<file path="config.mk">
export PLATFORM = sky130hd
export DESIGN_NAME = control_unit
export DESIGN_NICKNAME = d
export VERILOG_FILES = /design/src/rtl/cpu_defs.sv /design/src/rtl/control_unit.sv
export SDC_FILE = /design/constraint.sdc
export NUM_CORES = 1
export LEC_CHECK = 0
export ABC_AREA = 1
export CAP_MARGIN = 20
export CORE_MARGIN = 2
export CORE_UTILIZATION = 30
export CTS_CLUSTER_SIZE = 10
export DETAILED_ROUTE_END_ITERATION = 10
export GPL_TIMING_DRIVEN = 0
export PLACE_DENSITY = 0.81
export SLEW_MARGIN = 5
export SYNTH_ARGS = -nofsm -noshare
export SYNTH_HDL_FRONTEND = slang
export SYNTH_SLANG_ARGS = --single-unit
</file>
<file path="constraint.sdc">
create_clock -name clk -period 1.37 [get_ports clk]
set_input_delay 0.137 -clock clk [delete_from_list [all_inputs] [get_ports clk]]
set_output_delay 0.137 -clock clk [all_outputs]
set_load 0.01 [all_outputs]
</file>
<file path="src/rtl/cpu_defs.sv">
// Shared encodings for the control unit: instruction opcodes, ALU op
// codes, step-state encoding and the control-strobe bundle.
package cpu_defs;

    localparam logic [4:0] OP_LD   = 5'b00000;
    localparam logic [4:0] OP_LDI  = 5'b00001;
    localparam logic [4:0] OP_ST   = 5'b00010;
    localparam logic [4:0] OP_ADD  = 5'b00011;
    localparam logic [4:0] OP_SUB  = 5'b00100;
    localparam logic [4:0] OP_AND  = 5'b00101;
    localparam logic [4:0] OP_OR   = 5'b00110;
    localparam logic [4:0] OP_SHR  = 5'b00111;
    localparam logic [4:0] OP_SHL  = 5'b01000;
    localparam logic [4:0] OP_ROR  = 5'b01001;
    localparam logic [4:0] OP_ROL  = 5'b01010;
    localparam logic [4:0] OP_ADDI = 5'b01100;
    localparam logic [4:0] OP_ANDI = 5'b01101;
    localparam logic [4:0] OP_ORI  = 5'b01110;
    localparam logic [4:0] OP_MUL  = 5'b01111;
    localparam logic [4:0] OP_DIV  = 5'b10000;
    localparam logic [4:0] OP_NEG  = 5'b10001;
    localparam logic [4:0] OP_NOT  = 5'b10010;
    localparam logic [4:0] OP_BR   = 5'b10011;
    localparam logic [4:0] OP_JR   = 5'b10100;
    localparam logic [4:0] OP_JAL  = 5'b10101;
    localparam logic [4:0] OP_IN   = 5'b10110;
    localparam logic [4:0] OP_OUT  = 5'b10111;
    localparam logic [4:0] OP_MFHI = 5'b11000;
    localparam logic [4:0] OP_MFLO = 5'b11001;
    localparam logic [4:0] OP_NOP  = 5'b11010;
    localparam logic [4:0] OP_HALT = 5'b11011;

    localparam logic [4:0] ALU_NONE = 5'b00000;
    localparam logic [4:0] ALU_ADD  = OP_ADD;
    localparam logic [4:0] ALU_AND  = OP_AND;
    localparam logic [4:0] ALU_OR   = OP_OR;

    typedef enum logic [3:0] {
        S_RST,
        S_T0,
        S_T1,
        S_T2,
        S_T3,
        S_T4,
        S_T5,
        S_T6,
        S_T7,
        S_HALT,
        S_PAUSED
    } state_t;

    typedef struct packed {
        logic read, write, mdr_in, mar_in;
        logic gra, grb, grc, r_in, r_out, ba_out;
        logic pc_in, pc_out, inc_pc, ir_in, y_in, z_in;
        logic hi_in, lo_in, conn_in;
        logic hi_out, lo_out, zhigh_out, zlow_out;
        logic mdr_out, c_out, inport_out, outport_in;
    } ctrl_t;

    // Immediate forms reuse the register-form ALU operation.
    function automatic logic [4:0] imm_alu(input logic [4:0] op);
        unique case (op)
            OP_ADDI: imm_alu = ALU_ADD;
            OP_ANDI: imm_alu = ALU_AND;
            default: imm_alu = ALU_OR;
        endcase
    endfunction

endpackage

</file>
<file path="src/rtl/control_unit.sv">
// Moore step sequencer for the multi-cycle CPU datapath.
// CONTROL_UNIT_RUN_STOP_EN adds a stop input and a PAUSED state.
module control_unit
    import cpu_defs::*;
(
    input  logic        clk,
    input  logic        clr,
`ifdef CONTROL_UNIT_RUN_STOP_EN
    input  logic        stop,
`endif
    input  logic [31:0] IRdata,
    input  logic        CON,
    output logic        read,
    output logic        write,
    output logic        MDRin,
    output logic        MARin,
    output logic        Gra,
    output logic        Grb,
    output logic        Grc,
    output logic        Rin,
    output logic        Rout,
    output logic        BAout,
    output logic        PCin,
    output logic        PCout,
    output logic        incPC,
    output logic        IRin,
    output logic        Yin,
    output logic        Zin,
    output logic        HIin,
    output logic        LOin,
    output logic        CONN_in,
    output logic        HIout,
    output logic        LOout,
    output logic        ZHighOut,
    output logic        ZLowOut,
    output logic        MDRout,
    output logic        Cout,
    output logic        InPortout,
    output logic        OutPortIn,
    output logic [4:0]  opcode,
    output logic        run
);

    state_t      state_q, state_d, back;
    ctrl_t       ctrl;
    logic [4:0]  ir_op, alu_op;
    logic        run_o, stop_req, unused_ir;
    logic        is_alu, is_imm, is_ld, is_ldi, is_st, is_mem;
    logic        is_md, is_nn, is_br, is_jr, is_jal, is_halt;
    logic        is_in, is_out, is_mfhi, is_mflo;

    assign ir_op     = IRdata[31:27];
    assign unused_ir = ^IRdata[26:0];

`ifdef CONTROL_UNIT_RUN_STOP_EN
    assign stop_req = stop;
`else
    assign stop_req = 1'b0;
`endif

    assign is_alu  = (ir_op >= OP_ADD) && (ir_op <= OP_ROL);
    assign is_imm  = (ir_op >= OP_ADDI) && (ir_op <= OP_ORI);
    assign is_ld   = (ir_op == OP_LD);
    assign is_ldi  = (ir_op == OP_LDI);
    assign is_st   = (ir_op == OP_ST);
    assign is_mem  = is_ld | is_ldi | is_st;
    assign is_md   = (ir_op == OP_MUL) || (ir_op == OP_DIV);
    assign is_nn   = (ir_op == OP_NEG) || (ir_op == OP_NOT);
    assign is_br   = (ir_op == OP_BR);
    assign is_jr   = (ir_op == OP_JR);
    assign is_jal  = (ir_op == OP_JAL);
    assign is_in   = (ir_op == OP_IN);
    assign is_out  = (ir_op == OP_OUT);
    assign is_mfhi = (ir_op == OP_MFHI);
    assign is_mflo = (ir_op == OP_MFLO);
    assign is_halt = (ir_op == OP_HALT);

    always_ff @(posedge clk) begin
        if (!clr) state_q <= S_RST;
        else      state_q <= state_d;
    end

    // Every "return to T0" may be diverted into PAUSED by stop.
    assign back = stop_req ? S_PAUSED : S_T0;

    always_comb begin
        state_d = S_RST;
        unique case (state_q)
            S_RST: state_d = back;
            S_T0:  state_d = S_T1;
            S_T1:  state_d = S_T2;
            S_T2:  state_d = S_T3;
            S_T3: begin
                unique case (1'b1)
                    is_halt: state_d = S_HALT;
                    is_alu, is_imm, is_mem,
                    is_md, is_nn, is_br, is_jal:
                        state_d = S_T4;
                    default: state_d = back;
                endcase
            end
            S_T4: begin
                unique case (1'b1)
                    is_alu, is_imm, is_mem, is_md, is_br:
                        state_d = S_T5;
                    default: state_d = back;
                endcase
            end
            S_T5: begin
                unique case (1'b1)
                    is_ld, is_st, is_md, is_br:
                        state_d = S_T6;
                    default: state_d = back;
                endcase
            end
            S_T6: begin
                unique case (1'b1)
                    is_ld, is_st: state_d = S_T7;
                    default:      state_d = back;
                endcase
            end
            S_T7:     state_d = back;
            S_HALT:   state_d = S_HALT;
            S_PAUSED: state_d = stop_req ? S_PAUSED : S_T0;
            default:  state_d = S_RST;
        endcase
    end

    always_comb begin
        ctrl   = '0;
        alu_op = ALU_NONE;
        run_o  = 1'b1;
        unique case (state_q)
            S_T0: begin
                ctrl.pc_out = 1'b1;
                ctrl.mar_in = 1'b1;
                ctrl.inc_pc = 1'b1;
            end
            S_T1: begin
                ctrl.read   = 1'b1;
                ctrl.mdr_in = 1'b1;
            end
            S_T2: begin
                ctrl.mdr_out = 1'b1;
                ctrl.ir_in   = 1'b1;
            end
            S_T3: begin
                unique case (1'b1)
                    is_alu, is_imm: begin
                        ctrl.grb   = 1'b1;
                        ctrl.r_out = 1'b1;
                        ctrl.y_in  = 1'b1;
                    end
                    is_mem: begin
                        ctrl.grb    = 1'b1;
                        ctrl.ba_out = 1'b1;
                        ctrl.y_in   = 1'b1;
                    end
                    is_md: begin
                        ctrl.gra   = 1'b1;
                        ctrl.r_out = 1'b1;
                        ctrl.y_in  = 1'b1;
                    end
                    is_nn: begin
                        ctrl.grb   = 1'b1;
                        ctrl.r_out = 1'b1;
                        ctrl.z_in  = 1'b1;
                        alu_op     = ir_op;
                    end
                    is_br: begin
                        ctrl.gra     = 1'b1;
                        ctrl.r_out   = 1'b1;
                        ctrl.conn_in = 1'b1;
                    end
                    is_jr: begin
                        ctrl.gra   = 1'b1;
                        ctrl.r_out = 1'b1;
                        ctrl.pc_in = 1'b1;
                    end
                    is_jal: begin
                        ctrl.pc_out = 1'b1;
                        ctrl.grb    = 1'b1;
                        ctrl.r_in   = 1'b1;
                    end
                    is_in: begin
                        ctrl.inport_out = 1'b1;
                        ctrl.gra        = 1'b1;
                        ctrl.r_in       = 1'b1;
                    end
                    is_out: begin
                        ctrl.gra        = 1'b1;
                        ctrl.r_out      = 1'b1;
                        ctrl.outport_in = 1'b1;
                    end
                    is_mfhi: begin
                        ctrl.hi_out = 1'b1;
                        ctrl.gra    = 1'b1;
                        ctrl.r_in   = 1'b1;
                    end
                    is_mflo: begin
                        ctrl.lo_out = 1'b1;
                        ctrl.gra    = 1'b1;
                        ctrl.r_in   = 1'b1;
                    end
                    default: ;
                endcase
            end
            S_T4: begin
                unique case (1'b1)
                    is_alu: begin
                        ctrl.grc   = 1'b1;
                        ctrl.r_out = 1'b1;
                        ctrl.z_in  = 1'b1;
                        alu_op     = ir_op;
                    end
                    is_imm: begin
                        ctrl.c_out = 1'b1;
                        ctrl.z_in  = 1'b1;
                        alu_op     = imm_alu(ir_op);
                    end
                    is_mem: begin
                        ctrl.c_out = 1'b1;
                        ctrl.z_in  = 1'b1;
                        alu_op     = ALU_ADD;
                    end
                    is_md: begin
                        ctrl.grb   = 1'b1;
                        ctrl.r_out = 1'b1;
                        ctrl.z_in  = 1'b1;
                        alu_op     = ir_op;
                    end
                    is_nn: begin
                        ctrl.zlow_out = 1'b1;
                        ctrl.gra      = 1'b1;
                        ctrl.r_in     = 1'b1;
                    end
                    is_br: begin
                        ctrl.pc_out = 1'b1;
                        ctrl.y_in   = 1'b1;
                    end
                    is_jal: begin
                        ctrl.gra   = 1'b1;
                        ctrl.r_out = 1'b1;
                        ctrl.pc_in = 1'b1;
                    end
                    default: ;
                endcase
            end
            S_T5: begin
                unique case (1'b1)
                    is_alu, is_imm, is_ldi: begin
                        ctrl.zlow_out = 1'b1;
                        ctrl.gra      = 1'b1;
                        ctrl.r_in     = 1'b1;
                    end
                    is_ld, is_st: begin
                        ctrl.zlow_out = 1'b1;
                        ctrl.mar_in   = 1'b1;
                    end
                    is_md: begin
                        ctrl.zlow_out = 1'b1;
                        ctrl.lo_in    = 1'b1;
                    end
                    is_br: begin
                        ctrl.c_out = 1'b1;
                        ctrl.z_in  = 1'b1;
                        alu_op     = ALU_ADD;
                    end
                    default: ;
                endcase
            end
            S_T6: begin
                unique case (1'b1)
                    is_ld: begin
                        ctrl.read   = 1'b1;
                        ctrl.mdr_in = 1'b1;
                    end
                    is_st: begin
                        ctrl.gra    = 1'b1;
                        ctrl.r_out  = 1'b1;
                        ctrl.mdr_in = 1'b1;
                    end
                    is_md: begin
                        ctrl.zhigh_out = 1'b1;
                        ctrl.hi_in     = 1'b1;
                    end
                    // Branch target only reaches PC when the condition held.
                    is_br: begin
                        ctrl.zlow_out = CON;
                        ctrl.pc_in    = CON;
                    end
                    default: ;
                endcase
            end
            S_T7: begin
                unique case (1'b1)
                    is_ld: begin
                        ctrl.mdr_out = 1'b1;
                        ctrl.gra     = 1'b1;
                        ctrl.r_in    = 1'b1;
                    end
                    is_st: begin
                        ctrl.mdr_out = 1'b1;
                        ctrl.write   = 1'b1;
                    end
                    default: ;
                endcase
            end
            S_HALT, S_PAUSED: run_o = 1'b0;
            default: ;
        endcase
    end

    assign read      = ctrl.read;
    assign write     = ctrl.write;
    assign MDRin     = ctrl.mdr_in;
    assign MARin     = ctrl.mar_in;
    assign Gra       = ctrl.gra;
    assign Grb       = ctrl.grb;
    assign Grc       = ctrl.grc;
    assign Rin       = ctrl.r_in;
    assign Rout      = ctrl.r_out;
    assign BAout     = ctrl.ba_out;
    assign PCin      = ctrl.pc_in;
    assign PCout     = ctrl.pc_out;
    assign incPC     = ctrl.inc_pc;
    assign IRin      = ctrl.ir_in;
    assign Yin       = ctrl.y_in;
    assign Zin       = ctrl.z_in;
    assign HIin      = ctrl.hi_in;
    assign LOin      = ctrl.lo_in;
    assign CONN_in   = ctrl.conn_in;
    assign HIout     = ctrl.hi_out;
    assign LOout     = ctrl.lo_out;
    assign ZHighOut  = ctrl.zhigh_out;
    assign ZLowOut   = ctrl.zlow_out;
    assign MDRout    = ctrl.mdr_out;
    assign Cout      = ctrl.c_out;
    assign InPortout = ctrl.inport_out;
    assign OutPortIn = ctrl.outport_in;
    assign opcode    = alu_op;
    assign run       = run_o;

endmodule
</file>
==> flow_summary.ini <==
[setup_path]
cp-start-kind = input pin
path_class = input pin to output pin
path_max_fanout = 8
endpoint_kind = output pin
required_ns = 1.23
worstPathArrival_ns = 1.61

[floorplanning]
start_util_pct = 31.85
fp.dieH_um = 58.34
fp.dieW_um = 58.34
coreArea_um2 = 2781
num_io_pins = 68
row_count = 19
die_area_um2 = 3404

[routing]
wirelength_um = 5214
drcViolationCount = 0
ant_nets = 0
wl_per_cell_um = 17.67
via_count = 1712
dr.first_iter.drc_count = 132
via_per_inst = 5.803
drt_first_pass_iters = 6

[pwr]
power.total_mw = 1.301
leakagePower_nw = 1.039
ir_worst_vdd_uv = 1068
power_density_nw_per_um2 = 657.3

[sta]
final.period_utilization_pct = 127.7
finalMaxSlewViolations = 0
finalWorstSetupSlack_ns = -0.3796
setup_viol = 33
max_clock_freq_ghz = 0.5716
slew_headroom_pct = 80.20
layout_min_cycle_time_ns = 1.750
worst_clock_skew_ns = 0.007584
worstMarginPinSlew_ns = 0.2958
hold_violations = 0
hold_ws_ns = 0.4230
rsz0062_at_grt = yes

[layout]
num_antenna_cells = 0
final_cell_area_um2 = 1979
largest_registers = state_q (4)
largest_register_ffs = 4
layout-drive-gt1-share_pct = 64.02
final_cell_count_no_fill = 295
regMostFlops = state_q
area_growth_pct = 123.4
fill_cells = 195
final_nets = 301

[synth]
synth_area_per_cell_um2 = 5.005
synth-warning-count = 0
synth-seq-cells = 4
ys_types = 26
syn-num-nets = 212
yosysSeqAreaShare_pct = 9.040
synthCells = 177
syn_area_um2 = 885.9

[clock_network]
clk_pin_slew_worst_paths_ns = 0.04
numCtsBuffers = 3
h-tree-depth = 1
cts_num_sinks = 4
cts_tree = built
insertion_delay_ns = 0.25
clock_path_buffers = 2
clock-root-buffer = clkbuf_4

[global_routing]
overflow = 0
grt_pass1_wl_um = 7169
grt_max_degree = 9
grt_usage_pct = 27.26
grt_pass1_vias = 1558
antenna_found_initial = 0

[placed_design]
gp_congestion = 0.9767
portBuffers = 39
dp_cells = 247
place_hpwl_um = 2342
placed_cell_area_um2 = 1315

[hold_path]
hold_class = input pin to flop

[flow_run]
cap_violations = 0

[outcome]
outcome = finished, violations left
violations = negative setup slack
-- final cells by class --
cell class	count	area, um2	area share [%]
multi-input combinational	140	983.4	49.68
sequential	4	95.09	4.804
tap	31	38.79	1.960
timing repair buffer	84	676.9	34.20
inverter	30	132.6	6.700
clock buffer	3	22.52	1.138
buffer	3	30.03	1.517
-- cell usage after synthesis --
cell / count / area [um2]
a21boi_0: 1 / 7.510
a21oi_1: 5 / 25.02
a31oi_1: 1 / 6.260
buf_4: 3 / 22.52
clkinv_1: 1 / 3.750
dfxtp_1: 4 / 80.08
inv_1: 27 / 101.4
inv_2: 2 / 7.510
nand2_1: 46 / 172.7
nand2_2: 2 / 12.51
nand2_4: 2 / 22.52
nand3_1: 23 / 115.1
nand3_2: 2 / 20.02
nand4_1: 1 / 6.260
nor2_1: 29 / 108.9
nor2_2: 4 / 25.02
nor2_4: 1 / 11.26
nor3_1: 1 / 5.000
nor3_2: 1 / 10.01
nor3b_1: 1 / 7.510
nor4_1: 2 / 12.51
o211ai_1: 3 / 22.52
o21a_1: 1 / 7.510
o21ai_0: 8 / 40.04
o21ai_1: 5 / 25.02
o21bai_1: 1 / 7.510
-- cell usage in the layout (no fill, tap or decap), types with 2 or more instances in the layout --
| cell | instances |
|---|---|
| a21oi_1 | 4 |
| buf_2 | 25 |
| buf_4 | 31 |
| buf_6 | 27 |
| clkbuf_4 | 3 |
| clkdlybuf4s50_1 | 2 |
| dfxtp_4 | 4 |
| inv_1 | 16 |
| inv_2 | 8 |
| inv_4 | 4 |
| nand2_1 | 31 |
| nand2_2 | 14 |
| nand2_4 | 3 |
| nand2_8 | 2 |
| nand3_1 | 13 |
| nand3_2 | 10 |
| nand3_4 | 2 |
| nor2_1 | 13 |
| nor2_2 | 6 |
| nor2_4 | 15 |
| o211ai_1 | 3 |
| o21ai_0 | 4 |
| o21ai_1 | 4 |
| o21ai_2 | 4 |
-- repair_timing --
item / CTS / global route
gates resized for setup: 224 / 56
pin swaps: 29 / 16
cloned: 0 / 0
buffers inserted: 35 / 10
endpoints found under the setup margin: 37 / 37
hold buffers: 0 / 0
-- critical path, cell delays in order --
cell,delay [ns]
buf_4,0.17
nand2_2,0.16
nor2_2,0.08
nand2_1,0.18
nand3_2,0.16
o21ai_0,0.25
nand2_1,0.13
nor2_1,0.14
nand2_1,0.07
buf_2,0.14
-- worst paths after layout --
kind                   start          to  slack [ns]  depth (start not counted)
hold / removal    IRdata[29]  state_q[3]        0.42                          4
hold reg to reg   state_q[3]  state_q[1]        0.76                          5
setup reg to reg  state_q[2]  state_q[2]       -0.07                          9
setup / recovery  IRdata[27]         Gra       -0.38                         10
-- through the flow --
stage	utilization (%)	worst slack [ns]	setup TNS [ns]
2_1_floorplan	-	0.01539	0
3_3_place_gp	47.28	-0.9997	-25.23
3_5_place_dp	47.28	-0.9851	-25.04
4_1_cts	62.39	-0.3981	-6.858
5_1_grt	71.17	-0.4578	-8.512
6_report	71.17	-0.3796	-7.067
-- logic make-up after synthesis --
kind of cell,Yosys count,synth area share [%]
AND/OR/NAND/NOR,115,59.74
buffers and inverters,33,15.25
AO/OA/AOI/OAI,25,15.96
flip-flops,4,9.040
-- per-layer routing --
layer / global-route usage (%) / part of all wire, % / up-vias
met5: 0 / 0 / -
met4: 14.29 / 7.9 / 0
met3: 7.473 / 9.2 / 54
met2: 47.51 / 47 / 141
met1: 29.97 / 36 / 764
li1: - / - / 753
-- power breakdown --
part	leakage [nW]	internal, mW	switching [mW]
logic	0.990	0.394	0.537
clock network	0.0138	0.0990	0.0635
registers	0.0356	0.150	0.0565
Power figures use the tool's default switching activity.
